**src/rtl/dram_arb_pkg.sv**
```systemverilog
// Shared types for the DRAM user-port arbiter: FSM state encoding and operation codes.
package dram_arb_pkg;

  typedef enum logic [1:0] {
    StIdle   = 2'd0,
    StIssue  = 2'd1,
    StSettle = 2'd2,
    StWait   = 2'd3
  } arb_state_e;

  localparam logic OpRd = 1'b0;
  localparam logic OpWr = 1'b1;

endpackage

```
**src/rtl/rr_arbiter.sv**
```systemverilog
// Combinational rotating-priority pick: requester i_ptr has top priority, then i_ptr+1, wrapping.
module rr_arbiter #(
  parameter int unsigned NUM_REQ = 3
) (
  input  logic [NUM_REQ-1:0]         i_req,
  input  logic [$clog2(NUM_REQ)-1:0] i_ptr,
  output logic [NUM_REQ-1:0]         o_gnt,
  output logic [$clog2(NUM_REQ)-1:0] o_idx,
  output logic                       o_any
);

  localparam int unsigned IdxW = $clog2(NUM_REQ);

  always_comb begin
    int unsigned k;
    o_gnt = '0;
    o_idx = '0;
    o_any = 1'b0;
    k     = 0;
    for (int unsigned i = 0; i < NUM_REQ; i++) begin
      k = (32'(i_ptr) + i) % NUM_REQ;
      if (!o_any && i_req[k]) begin
        o_any    = 1'b1;
        o_idx    = IdxW'(k);
        o_gnt[k] = 1'b1;
      end
    end
  end

endmodule

```
**src/rtl/dram_arbiter.sv**
```systemverilog
// Round-robin arbiter multiplexing several one-word requesters onto the single DRAM controller
// user port, one transaction in flight at a time.
module dram_arbiter
  import dram_arb_pkg::*;
#(
  parameter int unsigned NUM_REQ    = 3,
  parameter int unsigned ADDR_WIDTH = 28,
  parameter int unsigned DATA_WIDTH = 128,
  parameter int unsigned MASK_WIDTH = 16
) (
  input  logic                          i_clk,
  input  logic                          i_rst,
  input  logic [NUM_REQ-1:0]            i_req_rd,
  input  logic [NUM_REQ-1:0]            i_req_wr,
  input  logic [NUM_REQ*ADDR_WIDTH-1:0] i_req_addr,
  input  logic [NUM_REQ*DATA_WIDTH-1:0] i_req_data,
  input  logic [NUM_REQ*MASK_WIDTH-1:0] i_req_mask,
  output logic [NUM_REQ-1:0]            o_req_ack,
  output logic [DATA_WIDTH-1:0]         o_req_rdata,
  output logic                          o_busy,
  output logic                          o_dram_rd_en,
  output logic                          o_dram_wr_en,
  output logic [ADDR_WIDTH-1:0]         o_dram_addr,
  output logic [DATA_WIDTH-1:0]         o_dram_data,
  output logic [MASK_WIDTH-1:0]         o_dram_mask,
  input  logic                          i_dram_ready,
  input  logic [DATA_WIDTH-1:0]         i_dram_data,
  input  logic                          i_dram_data_valid
);

  localparam int unsigned IdxW = $clog2(NUM_REQ);

  arb_state_e state_q, state_d;

  logic [NUM_REQ-1:0]    arb_gnt, gnt_q, ack_q;
  logic [IdxW-1:0]       arb_idx, idx_q, ptr_q;
  logic                  arb_any, op_q;
  logic [ADDR_WIDTH-1:0] addr_q;
  logic [DATA_WIDTH-1:0] data_q, rdata_q;
  logic [MASK_WIDTH-1:0] mask_q;
  logic                  grant, done;

  rr_arbiter #(
    .NUM_REQ(NUM_REQ)
  ) u_rr_arbiter (
    .i_req(i_req_rd | i_req_wr),
    .i_ptr(ptr_q),
    .o_gnt(arb_gnt),
    .o_idx(arb_idx),
    .o_any(arb_any)
  );

  assign grant = (state_q == StIdle) && i_dram_ready && arb_any;
  // Writes complete when the controller goes ready again; reads on returned data.
  assign done  = (state_q == StWait) &&
                 ((op_q == OpWr) ? i_dram_ready : i_dram_data_valid);

  always_ff @(posedge i_clk) begin
    if (i_rst) begin
      state_q <= StIdle;
    end else begin
      state_q <= state_d;
    end
  end

  always_comb begin
    state_d = state_q;
    unique case (state_q)
      StIdle:   if (grant) state_d = StIssue;
      StIssue:  state_d = StSettle;
      // Controller's ready is registered, so it still looks idle for one cycle after the enable.
      StSettle: state_d = StWait;
      StWait:   if (done) state_d = StIdle;
      default:  state_d = StIdle;
    endcase
  end

  always_comb begin
    o_dram_rd_en = (state_q == StIssue) && (op_q == OpRd);
    o_dram_wr_en = (state_q == StIssue) && (op_q == OpWr);
    o_busy       = (state_q != StIdle);
  end

  always_ff @(posedge i_clk) begin
    if (i_rst) begin
      gnt_q   <= '0;
      idx_q   <= '0;
      ptr_q   <= '0;
      op_q    <= OpRd;
      addr_q  <= '0;
      data_q  <= '0;
      mask_q  <= '0;
      rdata_q <= '0;
      ack_q   <= '0;
    end else begin
      ack_q <= '0;
      if (grant) begin
        gnt_q  <= arb_gnt;
        idx_q  <= arb_idx;
        op_q   <= i_req_wr[arb_idx] ? OpWr : OpRd;
        addr_q <= i_req_addr[32'(arb_idx)*ADDR_WIDTH +: ADDR_WIDTH];
        data_q <= i_req_data[32'(arb_idx)*DATA_WIDTH +: DATA_WIDTH];
        mask_q <= i_req_mask[32'(arb_idx)*MASK_WIDTH +: MASK_WIDTH];
      end
      if (done) begin
        ack_q <= gnt_q;
        // The requester just served drops to lowest priority.
        ptr_q <= (idx_q == IdxW'(NUM_REQ - 1)) ? '0 : idx_q + IdxW'(1);
        if (op_q == OpRd) rdata_q <= i_dram_data;
      end
    end
  end

  assign o_req_ack   = ack_q;
  assign o_req_rdata = rdata_q;
  assign o_dram_addr = addr_q;
  assign o_dram_data = data_q;
  assign o_dram_mask = mask_q;

endmodule

```
**config.mk**
```make
export PLATFORM = sky130hd
export DESIGN_NAME = dram_arbiter
export DESIGN_NICKNAME = d
export VERILOG_FILES = /design/src/rtl/dram_arb_pkg.sv /design/src/rtl/rr_arbiter.sv /design/src/rtl/dram_arbiter.sv
export SDC_FILE = /design/constraint.sdc
export NUM_CORES = 1
export LEC_CHECK = 0
export CORE_AREA = 2 2 374 376
export CTS_CLUSTER_DIAMETER = 30
export CTS_CLUSTER_SIZE = 30
export DETAILED_ROUTE_END_ITERATION = 7
export DIE_AREA = 0 0 376 378
export PLACE_DENSITY = 0.38
export SYNTH_ARGS = -nofsm -noshare
export SYNTH_HDL_FRONTEND = slang
export SYNTH_HIERARCHICAL = 1
export SYNTH_SLANG_ARGS = --single-unit
```
**constraint.sdc**
```tcl
create_clock -name i_clk -period 2.47 [get_ports i_clk]
set_input_delay 0.494 -clock i_clk [delete_from_list [all_inputs] [get_ports i_clk]]
set_output_delay 0.494 -clock i_clk [all_outputs]
set_load 0.02 [all_outputs]
```
Word-level counts from Yosys, hierarchy flattened:

Cells that the tools add are included.

* shifts and indexed selects: 3
* multipliers: 1
* $add $sub $neg: 3
* bitwise operators: 5
* reduce and logical (&&, ||, !) cells: 17
* divide/modulo/power cells: 3
* eq/ne operators: 6
* magnitude comparators: 7
* muxes and demuxes: 29

Operator list (number)
* variable part select 384 x 10 -> 128 bit: 1
* greater-or-equal comparator 32 x 1 -> 1 bit (second input constant): 3
* less-than comparator 32 x 3 -> 1 bit (second input constant): 3
* variable part select 84 x 8 -> 28 bit: 1
* modulo 32 x 2 -> 32 bit (second input constant): 2
* variable part select 48 x 7 -> 16 bit: 1
* modulo 2 x 2 -> 32 bit (second input constant): 1
* 2-to-1 mux 1 bit: 12
* 2-to-1 mux 2 bit: 6
* logical AND 1 bit: 10
* 2-to-1 mux 3 bit: 3
* bitwise OR 3 bit: 3
* binary-select mux 1 bit (select 2 bit): 4
* one-hot mux 2 bit (4 select lines): 1
* demux 1 bit (select 2 bit): 3
* == test 2 bit (second input constant): 3
* multiplier 2 x 3 -> 5 bit (second input constant): 1
* inequality test 2 bit (second input constant): 2
* AND reduction 2 bit: 2
* adder 2 x 1 -> 3 bit (second input constant): 1
* adder 2 x 2 -> 3 bit (second input constant): 1
* less-than comparator 2 x 3 -> 1 bit (second input constant): 1
* adder 2 x 1 -> 2 bit (second input constant): 1
* == test 2 x 1 -> 1 bit (second input constant): 1
* 5 further kinds: 7

* word-level logic and storage cells: 84
* output and inout port bits: 306
* register bits after elaboration: 313
* bits of input ports: 654

Logic depth before layout (Yosys ltp):

Gate-level depths: netlist of run 1.

* depth in word-level cells: 13
* gate-level depth with buffers: 13
* depth with buffers taken out: 9

Hierarchy:

The synthesis of run 1 kept the hierarchy.

By module, submodules not included
* dram_arbiter: sequential area each 6266.0 um^2, cells each 1603, times used 1, area an instance 14373.8 um^2
* rr_arbiter: sequential area each 0.0 um^2, cells each 52, times used 1, area an instance 381.6 um^2

Worst setup path before layout of run 1:

No wires, ideal clock.

* path type: input port to flip-flop
* from: input i_req_rd[0]
* to: register addr_q[20], in the netlist o_dram_addr[20]
* buffers on the path: 3
* library setup time: 0.138 ns
* data required time: 2.332 ns
* stages on the path: 11
* data arrival time: 2.237 ns
* path slack: 0.095 ns
* cell sequence: or2_2 > nand2b_1 > a21oi_1 > o211ai_1 > a21oi_1 > buf_4 > buf_12 > buf_8 > mux2i_1 > a2bb2oi_1 > a211oi_1

* longest elaborated chain between the ends: 12
* elaborated cells between the ends (all ways): 20
* those cells by class: mul: 1; shift: 1; mux: 12; bitwise: 1; reduce/logical: 5

Ends and longest elaborated chain
* from (decl): line dram_arbiter.sv:13 `input logic [NUM_REQ-1:0] i_req_rd,`
* bitwise OR 3 bit *: line dram_arbiter.sv:46 `.i_req(i_req_rd | i_req_wr),`
* binary-select mux 1 bit (select 2 bit): line rr_arbiter.sv:22 `if (!o_any && i_req[k]) begin`
* 2-to-1 mux 1 bit (implied by the code): line rr_arbiter.sv:22
* 2-to-1 mux 1 bit: line rr_arbiter.sv:22
* logical NOT 1 bit: line rr_arbiter.sv:22
* logical AND 1 bit: line rr_arbiter.sv:22
* 2-to-1 mux 1 bit: line rr_arbiter.sv:22
* logical NOT 1 bit: line rr_arbiter.sv:22
* logical AND 1 bit: line rr_arbiter.sv:22
* 2-to-1 mux 2 bit *: line rr_arbiter.sv:22
* named net arb_idx[0]: line dram_arbiter.sv:36 `logic [IdxW-1:0] arb_idx, idx_q, ptr_q;`
* multiplier 2 x 3 -> 5 bit *: line dram_arbiter.sv:101 `addr_q <= i_req_addr[32'(arb_idx)*ADDR_WIDTH +: ADDR_WIDTH];`
* variable part select 84 x 8 -> 28 bit *: line dram_arbiter.sv:101
* to (signal assigned): line dram_arbiter.sv:101
* to (decl): line dram_arbiter.sv:38 `logic [ADDR_WIDTH-1:0] addr_q;`

The timed path passes the listed nets; every way through them passes the cells marked *. The select of a mux whose other input is x is not followed.
A chain may end at the register's enable or synchronous reset.

Worst setup path after layout of run 1:

* from: register ptr_q[1]
* to: register data_q[50], in the netlist o_dram_data[50]

* longest elaborated chain between the ends: 11
* elaborated cells between the ends (all ways): 23
* those cells by class: add/sub: 2; div: 3; shift: 1; mux: 12; reduce/logical: 5

Ends and longest elaborated chain
* from (decl): line dram_arbiter.sv:36
* from (signal assigned): line dram_arbiter.sv:108 `ptr_q <= (idx_q == IdxW'(NUM_REQ - 1)) ? '0 : idx_q + IdxW'(1);`
* branches (longest 9 deep; another with modulo 32 x 2 -> 32 bit)
* 2-to-1 mux 2 bit *: line rr_arbiter.sv:22
* named net arb_idx[0]: line dram_arbiter.sv:36
* variable part select 384 x 10 -> 128 bit *: line dram_arbiter.sv:102 `data_q <= i_req_data[32'(arb_idx)*DATA_WIDTH +: DATA_WIDTH];`
* to (signal assigned): line dram_arbiter.sv:102
* to (decl): line dram_arbiter.sv:39 `logic [DATA_WIDTH-1:0] data_q, rdata_q;`

Mark *: on every way through the listed nets, which the timed path passes. The select of a mux whose other input is x is not followed.

==> flow_summary.yaml, run 1 <==
routing:
  drc: 0
  finalWirelength_mm: 106
  routedWlPerCell_um: 22.7
  drtPass1Iterations: 4
  num_vias: 17200
  viasPerCell: 3.69
  drtIter0Drc: 611
  ant_nets: 0
global_route:
  first_global_vias: 17600
  grt_overflow_total: 0
  grt_pass1_wl_mm: 139
  use_met1_pct: 15.6
  top_usage_layer: "met2"
  grt_util_met2_pct: 23.1
  grt_use_met3_pct: 6.16
  grt_max_degree: 56
  antenna_found_initial: 29
  grt_usage_pct: 14.0
outcome:
  violations: "setup timing"
  outcome: "finished with violations"
logic_synthesis:
  yosysTopAreaCellShare_pct: 42.5
  syn_nets: 2318
  synth_top_family_by_area: "compound AO/OA/AOI/OAI gates"
  synthAdderAreaFrac_pct: 0.763
  synth_flop_cell: "dfxtp_1"
  syn_area_um2: 14800
  syn-mean-instance-area_um2: 8.92
  synthCells: 1655
  yosys_warnings: 6
  synth-compound-area-share_pct: 24.8
  ys_ff_latch: 313
  synthMuxAreaShare_pct: 12.3
  synth_edf_count: 0
  synth_cell_types: 48
  ys_seq_area_share_pct: 42.5
  synth_xor_xnor_area_share_pct: 0
  async_flop_share_pct: 0
  yosys-top-cells-area: "dfxtp_1 (42%), mux2i_1 (12%), a2bb2oi_1 (10%), a211oi_1 (8.9%), nand2_1 (6.9%)"
  yosys.area.top_type: "dfxtp_1"
  synth-simple-area-share_pct: 12.7
floorplan:
  num_rows: 137
  core_area_um2: 139000
  start_util_pct: 10.7
  dieArea_um2: 142000
  die_h_um: 378
  die_x_um: 376
  io_pins: 960
timing:
  fin_crit_sh_pct: 108
  skew_ns: 0.0361
  hold_viol: 0
  maxSlewHeadroom_pct: 58.6
  fin_setup_tns_ns: -14.21
  slew_viol_final: 0
  whs_ns: 0.222
  worstMarginPinSlew_ns: 0.620
  finalSetupViolations: 167
  rsz0062_at_grt: "yes"
  max_freq_mhz: 377
  final.min_clock_period_ns: 2.66
  worst_slack_ns: -0.186
critical_path:
  cp_max_fo: 5
  arrival_ns: 3.23
  required_ns: 3.05
  reg2regPathDepth: 13
  reg2reg_to: "o_dram_data[50]$_SDFFE_PP0P_"
  critPathLaunchType: "flop"
  end_kind: "flop"
  cp-endpoint: "o_dram_data[50]$_SDFFE_PP0P_"
  startpoint: "ptr_q[1]$_SDFFE_PP0P_"
  r2r-start: "ptr_q[1]$_SDFFE_PP0P_"
  r2r_slack_ns: -0.19
  path_class: "reg -> reg"
cts:
  path_clk_slew_ns: 0.04
  htree_levels: 3
  root_buffer: "clkbuf_16"
  clk-insertion-delay-late_ns: 0.69
  hold_buffers: 0
  cts_tree: "done"
  cts_sinks: 313
  cts.path.max_buffers: 3
  cts-buffers-inserted: 110
layout:
  final_cell_mix: "clkdlybuf4s50_1 (946), dfxtp_1 (311), nand2_1 (269)"
  areaGrowthSynthToFinish_pct: 125
  fin_nets: 3418
  final_common_cell: "clkdlybuf4s50_1"
  n_fill_cell: 15000
  drive_above_1_share_pct: 20.2
pwr:
  vdd_drop_max_mv: 0.561
  power-per-cell-area_nw_per_um2: 933
  leakagePower_uw: 0.0117
placement:
  numPortBuffers: 959
  place_hpwl_mm: 83.3
  gp_congestion: 0.808
min_path:
  hold_class: "in -> reg"
flow_run:
  drv_cap: 0
[registers in the layout, summed over array words and instances, names as in the netlist]
signal / cells
o_dram_data: 128
o_req_rdata: 128
o_dram_addr: 28
o_dram_mask: 16
gnt_q: 3
o_req_ack: 3
idx_q: 2
ptr_q: 2
state_q: 2
op_q: 1
[per-layer routing]
layer | vias to the layer above | wire length, um
li1 | 8222 | -
met1 | 8052 | 41700
met3 | 179 | 9840
met4 | 40 | 3940
met2 | 672 | 50100
met5 | - | 255
[area by class of cell]
class                           instances  area [um2]  area share (%)
Antenna cell                            7        17.5          0.0528
Clock buffer                          176        3310            9.99
Clock inverter                         22         297           0.894
Inverter                                9        38.8           0.117
Multi-Input combinational cell       1170        8810            26.6
Sequential cell                       313        6270            18.9
Tap cell                             1807        2260            6.82
Timing Repair Buffer                 1151       12200            36.7
[worst min-delay path by stage]
stage,from,end,depth (start not counted)
finish,i_rst,o_req_rdata[100]$_SDFFE_PP0P_,2
global route,i_rst,o_req_rdata[23]$_SDFFE_PP0P_,2
CTS,i_rst,o_req_rdata[104]$_SDFFE_PP0P_,2
detailed placement,o_req_rdata[37]$_SDFFE_PP0P_,o_req_rdata[37]$_SDFFE_PP0P_,2
global placement,o_req_rdata[15]$_SDFFE_PP0P_,o_req_rdata[15]$_SDFFE_PP0P_,2
floorplan,gnt_q[0]$_SDFFE_PP0P_,gnt_q[0]$_SDFFE_PP0P_,2
[per-stage QoR]
stage | total power [uW] | setup slack, ns | cells | instance area [um2] | util (%)
6_report | 31000 | -0.186 | 4655 | 33200 | 23.9
3_5_place_dp | 16900 | -1.10 | 4403 | 27200 | 19.6
5_1_grt | 32500 | -0.275 | 4653 | 33200 | 23.9
2_1_floorplan | 11400 | 0.0951 | 1655 | 14800 | -
3_3_place_gp | 16800 | -1.04 | 4403 | 27200 | 19.6
4_1_cts | 30900 | -0.265 | 4630 | 32100 | 23.2
[cells in the mapped netlist (all sizes together), types with 2 or more instances]
master   instances
a21oi          143
nand2          270
a2111oi          2
o21ai            2
nand3            3
nor2           178
nor2b            3
and3             2
nand2b           5
inv              9
mux2i          178
a2bb2oi        173
nor3b            3
nor3             2
ha               9
a211oi         174
dfxtp          313
buf            101
clkbuf          62
or2              3
[report_power, final]
part           switching [uW]  internal, uW  total (uW)
clock                    3940          9210       13100
combinational            5740          5390       11100
sequential                613          6070        6680
[critical path, stage by stage, from the launching register on]
cell       delay (ns)
dfxtp_4          0.35
buf_6            0.13
ha_4             0.30
inv_4            0.05
a21oi_2          0.10
o211ai_1         0.17
a21oi_4          0.22
buf_8            0.16
buf_12           0.17
buf_12           0.17
clkbuf_16        0.17
mux2i_4          0.24
a2bb2oi_1        0.17
a211oi_1         0.08
[cell families after synthesis]
logic type,Yosys count
AO/OA/AOI/OAI,506
AND/OR/NAND/NOR,476
flip-flops,313
multiplexers,179
buffers and inverters,172
adder cells (fa/ha/maj),9
[timing repair]
action,4_1_cts,5_1_grt
setup buffers,20,17
cloned,11,5
pin swaps,53,55
resized for setup,170,172
endpoints found under the setup margin,185,178
Power figures use the tool's default switching activity.
==> run 2, diff against run 1 <==
--- a/config.mk
+++ b/config.mk
@@ -5,12 +5,14 @@
 export SDC_FILE = /design/constraint.sdc
 export NUM_CORES = 1
 export LEC_CHECK = 0
-export CORE_AREA = 2 2 374 376
+export CORE_AREA = 2 2 376 378
 export CTS_CLUSTER_DIAMETER = 30
 export CTS_CLUSTER_SIZE = 30
 export DETAILED_ROUTE_END_ITERATION = 7
-export DIE_AREA = 0 0 376 378
-export PLACE_DENSITY = 0.38
+export DIE_AREA = 0 0 378 380
+export DONT_BUFFER_PORTS = 1
+export GPL_TIMING_DRIVEN = 0
+export PLACE_DENSITY = 0.3
 export SYNTH_ARGS = -nofsm -noshare
 export SYNTH_HDL_FRONTEND = slang
 export SYNTH_HIERARCHICAL = 1
==> run 2 against run 1 <==
Compared with the run above:
- the run still ends with setup timing left
- first-iteration DRC count up 3.3%
- register-to-register slack lost 0.13 ns
- combinational power shrank 26%
- sequential power up 27%
==> flow_summary.yaml, run 2 (synthesized netlist as in run 1, its figures left out) <==
routing:
  ant_nets: 0
  viasPerCell: 3.77
  finalWirelength_mm: 109
  drtIter0Drc: 631
  num_vias: 15000
  drtPass1Iterations: 4
  drc: 0
  routedWlPerCell_um: 27.4
floorplan:
  core_area_um2: 139000
  die_x_um: 378
  dieArea_um2: 144000
  die_h_um: 380
  start_util_pct: 10.6
  io_pins: 960
  num_rows: 137
flow_run:
  drv_cap: 0
layout:
  final_common_cell: "dfxtp_1"
  drive_above_1_share_pct: 38.8
  areaGrowthSynthToFinish_pct: 88.1
  finalNonFillerCells: 3976
  fin_nets: 2669
  final_core_util_pct: 19.9
  final_cell_mix: "dfxtp_1 (311), nand2_1 (269), nor2_1 (176)"
cts:
  htree_levels: 3
  cts.path.max_buffers: 3
  cts_sinks: 313
  clk-insertion-delay-late_ns: 0.68
  cts_tree: "done"
  path_clk_slew_ns: 0.04
  cts-buffers-inserted: 106
  root_buffer: "clkbuf_16"
critical_path:
  cp.depth: 13
  r2r_slack_ns: -0.31
  crit_slowest_cell: "dfxtp_4"
  cpPeakStageDelay_ns: 0.39
  reg2regPathDepth: 13
  reg2reg_to: "o_dram_data[112]$_SDFFE_PP0P_"
  critical-path-top-delay-family: "multiplexers"
  arrival_ns: 3.30
  end_kind: "flop"
  cp_max_fo: 5
  startpoint: "ptr_q[1]$_SDFFE_PP0P_"
  cp-endpoint: "o_dram_data[112]$_SDFFE_PP0P_"
  required_ns: 2.99
  r2r-start: "ptr_q[1]$_SDFFE_PP0P_"
  path_class: "reg -> reg"
  critPathLaunchType: "flop"
  worstPathCellList: "inv_4 -> ha_4 -> mux2i_4 -> mux2i_4 -> mux2i_2 -> nor2_4 -> buf_12 -> nor2b_4 -> buf_12 -> buf_8 -> clkbuf_16 -> a2bb2oi_4 -> a211oi_2"
  critPathBufInv: 5
timing:
  fin_crit_sh_pct: 113
  skew_ns: 0.0225
  finalSetupViolations: 173
  maxSlewHeadroom_pct: 8.13
  worstMarginPinSlew_ns: 1.38
  worst_slack_ns: -0.311
  max_freq_mhz: 360
  final.min_clock_period_ns: 2.78
  rsz0062_at_grt: "yes"
  hold_viol: 0
  whs_ns: 0.0358
  slew_viol_final: 0
pwr:
  leakagePower_uw: 0.00939
  power-per-cell-area_nw_per_um2: 1120
  vdd_drop_max_mv: 0.501
global_route:
  grt_max_degree: 16
  first_global_vias: 15000
  grt_overflow_total: 0
  grt_pass1_wl_mm: 135
  grt_usage_pct: 13.8
  antenna_found_initial: 10
placement:
  place_hpwl_mm: 84.7
  numPortBuffers: 0
  gp_congestion: 0.901
  placedCellCount: 3531
min_path:
  hold_class: "in -> reg"
  hold_depth: 2
outcome:
  violations: "setup timing"
  outcome: "finished with violations"
## run 2: final cells by class
type | instances | area [um2]
antenna | 6 | 15.0
buffer | 159 | 1600
clock buffer | 142 | 3000
clock inverter | 54 | 830
fill | 15300 | 111000
inverter | 9 | 41.3
multi-input combinational | 1170 | 10600
sequential | 313 | 6270
tap | 1876 | 2350
timing repair buffer | 247 | 3040
## run 2: worst min path at each step
stage	from	end	slack, ns
6_report	i_req_addr[62]	o_dram_addr[6]$_SDFFE_PP0P_	0.04
5_1_grt	i_req_addr[80]	o_dram_addr[24]$_SDFFE_PP0P_	0.003
4_1_cts	i_req_data[287]	o_dram_data[31]$_SDFFE_PP0P_	0.0002
3_5_place_dp	gnt_q[2]$_SDFFE_PP0P_	gnt_q[2]$_SDFFE_PP0P_	0.45
3_3_place_gp	gnt_q[2]$_SDFFE_PP0P_	gnt_q[2]$_SDFFE_PP0P_	0.45
2_1_floorplan	gnt_q[0]$_SDFFE_PP0P_	gnt_q[0]$_SDFFE_PP0P_	0.43
## run 2: routing by layer
| layer | share of wire, % | vias to the layer above | GRT usage [%] |
|---|---|---|---|
| li1 | - | 6777 | - |
| met1 | 39 | 7328 | 15.7 |
| met2 | 49 | 730 | 24.0 |
| met3 | 7.9 | 149 | 4.32 |
| met4 | 3.3 | 6 | 5.42 |
| met5 | 0.032 | - | 0 |
## run 2: per-stage QoR
| step | total power [uW] | instance area [um2] | setup slack (ns) | TNS (ns) |
|---|---|---|---|---|
| floorplan | 11400 | 14800 | 0.0951 | 0 |
| global placement | 14100 | 17100 | -2.82 | -353.75 |
| detailed placement | 14100 | 17100 | -2.50 | -358.24 |
| CTS | 29800 | 24500 | -0.394 | -42.90 |
| global route | 32400 | 27800 | -0.430 | -55.46 |
| finish | 31100 | 27800 | -0.311 | -32.40 |
## run 2: where the power goes
group / leakage [uW] / internal, uW / switching (uW)
Combinational: 0.00496 / 3860 / 4410
Clock: 0.00187 / 10300 / 4050
Sequential: 0.00256 / 6070 / 2410
Total: 0.00939 / 20200 / 10900
## run 2: repair_timing
action / CTS / global route
endpoints found under the setup margin: 179 / 179
hold buffers: 151 / 4
pin swaps: 15 / 145
setup buffers: 41 / 30
cloned: 2 / 26
endpoints found under the hold margin: 151 / 4
gates resized for setup: 321 / 444
## run 2: worst reg2reg max path, stage by stage (launching register included)
cell	delay (ns)
dfxtp_4	0.39
inv_4	0.05
ha_4	0.19
mux2i_4	0.21
mux2i_4	0.24
mux2i_2	0.29
nor2_4	0.08
buf_12	0.14
nor2b_4	0.16
buf_12	0.15
buf_8	0.16
clkbuf_16	0.17
a2bb2oi_4	0.28
a211oi_2	0.11
==> run 3, diff against run 2 <==
--- a/config.mk
+++ b/config.mk
@@ -5,11 +5,11 @@
 export SDC_FILE = /design/constraint.sdc
 export NUM_CORES = 1
 export LEC_CHECK = 0
-export CORE_AREA = 2 2 376 378
+export CORE_AREA = 2 2 374 376
 export CTS_CLUSTER_DIAMETER = 30
 export CTS_CLUSTER_SIZE = 30
 export DETAILED_ROUTE_END_ITERATION = 7
-export DIE_AREA = 0 0 378 380
+export DIE_AREA = 0 0 376 378
 export DONT_BUFFER_PORTS = 1
 export GPL_TIMING_DRIVEN = 0
 export PLACE_DENSITY = 0.3
==> run 3 against run 2 <==
Compared with the run above:
- the run still ends with setup timing left
- total power down 6.1%
- core utilization decreased by 1.1 points
- cell area decreased by 5.8%
- maximum frequency is 4.7% lower
- non-clock buffer count increased by 7
- highest routed layer unchanged
- clock power fell by 8%
==> flow_summary.yaml, run 3 (synthesized netlist as in run 1, its figures left out) <==
pwr:
  power_uw: 29200
  leakagePower_uw: 0.00899
  vdd_drop_max_mv: 0.639
  power-per-cell-area_nw_per_um2: 1110
timing:
  max_freq_mhz: 343
  fin_crit_sh_pct: 118
  finalSetupViolations: 175
  rsz0062_at_grt: "yes"
  slew_viol_final: 0
  worstMarginPinSlew_ns: 1.35
  worst_slack_ns: -0.448
  skew_ns: 0.0457
  final.min_clock_period_ns: 2.92
  hold_viol: 0
  maxSlewHeadroom_pct: 10.2
global_route:
  antenna_found_initial: 25
  grt_max_degree: 18
  first_global_vias: 15200
  grt_pass1_wl_mm: 136
  grt_overflow_total: 0
  grt_usage_pct: 14.1
placement:
  place_hpwl_mm: 84.7
  place_area_um2: 17000
  gp_congestion: 0.881
  place_ws_ns: -2.63
  numPortBuffers: 0
layout:
  n_fill_cell: 15300
  final_common_cell: "dfxtp_1"
  fin_nets: 2671
  stdcell_area_um2: 26200
  drive_above_1_share_pct: 30.8
  final_cell_mix: "dfxtp_1 (311), nand2_1 (269), dlygate4sd3_1 (183)"
  areaGrowthSynthToFinish_pct: 77.3
critical_path:
  arrival_ns: 3.43
  end_kind: "flop"
  required_ns: 2.98
  critPathLaunchType: "flop"
  cp_max_fo: 6
  crit_top_cell: "buf_12"
  cpPeakStageDelay_ns: 0.37
  critPathBufInv: 7
  critical-path-top-delay-family: "buffers and inverters"
  crit_slowest_cell: "dfxtp_4"
  worstPathCellList: "inv_4 -> ha_4 -> buf_6 -> mux2i_4 -> mux2i_4 -> mux2i_2 -> nor2_4 -> buf_12 -> nor2b_4 -> buf_12 -> buf_12 -> buf_12 -> buf_4 -> a2bb2oi_4 -> a211oi_1"
  path_class: "reg -> reg"
routing:
  finalWirelength_mm: 107
  ant_nets: 0
  drtIter0Drc: 750
  routedWlPerCell_um: 27.3
  num_vias: 15000
  viasPerCell: 3.84
  drtPass1Iterations: 5
  drc: 0
floorplan:
  core_area_um2: 139000
  num_rows: 137
  dieArea_um2: 142000
  io_pins: 960
  die_x_um: 376
  die_h_um: 378
  start_util_pct: 10.7
cts:
  clk-insertion-delay-late_ns: 0.69
  path_clk_slew_ns: 0.04
  cts.path.max_buffers: 3
  htree_levels: 3
  cts_sinks: 313
  cts-buffers-inserted: 101
  root_buffer: "clkbuf_16"
  cts_tree: "done"
flow_run:
  drv_cap: 0
outcome:
  violations: "setup timing"
  outcome: "finished with violations"
min_path:
  hold_class: "in -> reg"
## run 3: worst paths after layout
path                                            start                           to  slack [ns]  depth (start not counted)
worst min-delay path                   i_req_mask[34]  o_dram_mask[2]$_SDFFE_PP0P_        0.05                          2
worst min register to register  idx_q[1]$_SDFFE_PP0P_        idx_q[1]$_SDFFE_PP0P_        0.46                          2
worst max-delay path            ptr_q[1]$_SDFFE_PP0P_  o_dram_addr[1]$_SDFFE_PP0P_       -0.45                         15
worst max register to register  ptr_q[1]$_SDFFE_PP0P_  o_dram_addr[1]$_SDFFE_PP0P_       -0.45                         15
## run 3: final cells by class
cell class,count,area (um2),share of cell area [%]
tap,1807,2260,8.64
sequential,313,6270,24.0
clock buffer,147,3000,11.5
timing repair buffer,254,2900,11.1
multi-input combinational,1170,9610,36.8
buffer,159,1470,5.61
clock inverter,39,576,2.20
inverter,9,38.8,0.148
antenna,11,27.5,0.105
## run 3: worst register-to-register path: cells and delay by family, from the launching register on
kind	cells	cell delay [ns]
AO/OA/AOI/OAI	2	0.40
adder cells (fa/ha/maj)	1	0.15
buffers and inverters	7	0.86
flip-flops	1	0.37
multiplexers	3	0.75
AND/OR/NAND/NOR	2	0.22
## run 3: repair_timing
item / CTS / global route
hold endpoints to repair: 182 / 1
setup buffers: 53 / 11
endpoints found under the setup margin: 179 / 179
hold buffers: 182 / 1
pin swaps: 60 / 46
gates resized for setup: 383 / 177
cloned: 6 / 4
## run 3: metrics by stage
step                hold WS [ns]  cells  utilization [%]  TNS, ns
finish                    0.0549   3909             18.9   -51.33
global placement           0.452   3462             12.3  -387.63
detailed placement         0.453   3462             12.3  -382.94
global route             0.00465   3907             18.9   -71.42
floorplan                  0.432   1655                -        0
CTS                     0.000252   3887             18.1   -62.25
## run 3: metal layers
| metal | GRT usage [%] | vias to the layer above | wire [um] |
|---|---|---|---|
| met3 | 4.49 | 201 | 8560 |
| met4 | 6.57 | 18 | 4390 |
| li1 | - | 6743 | - |
| met2 | 23.9 | 737 | 51400 |
| met5 | 0 | - | 120 |
| met1 | 16.1 | 7324 | 42400 |
## run 3: power by group
group / internal (uW) / switching (uW) / total, uW / leakage, uW
clock: 9280 / 3970 / 13200 / 0.00177
sequential: 6070 / 2370 / 8440 / 0.00256
combinational: 3420 / 4060 / 7470 / 0.00466
total: 18800 / 10400 / 29200 / 0.00899
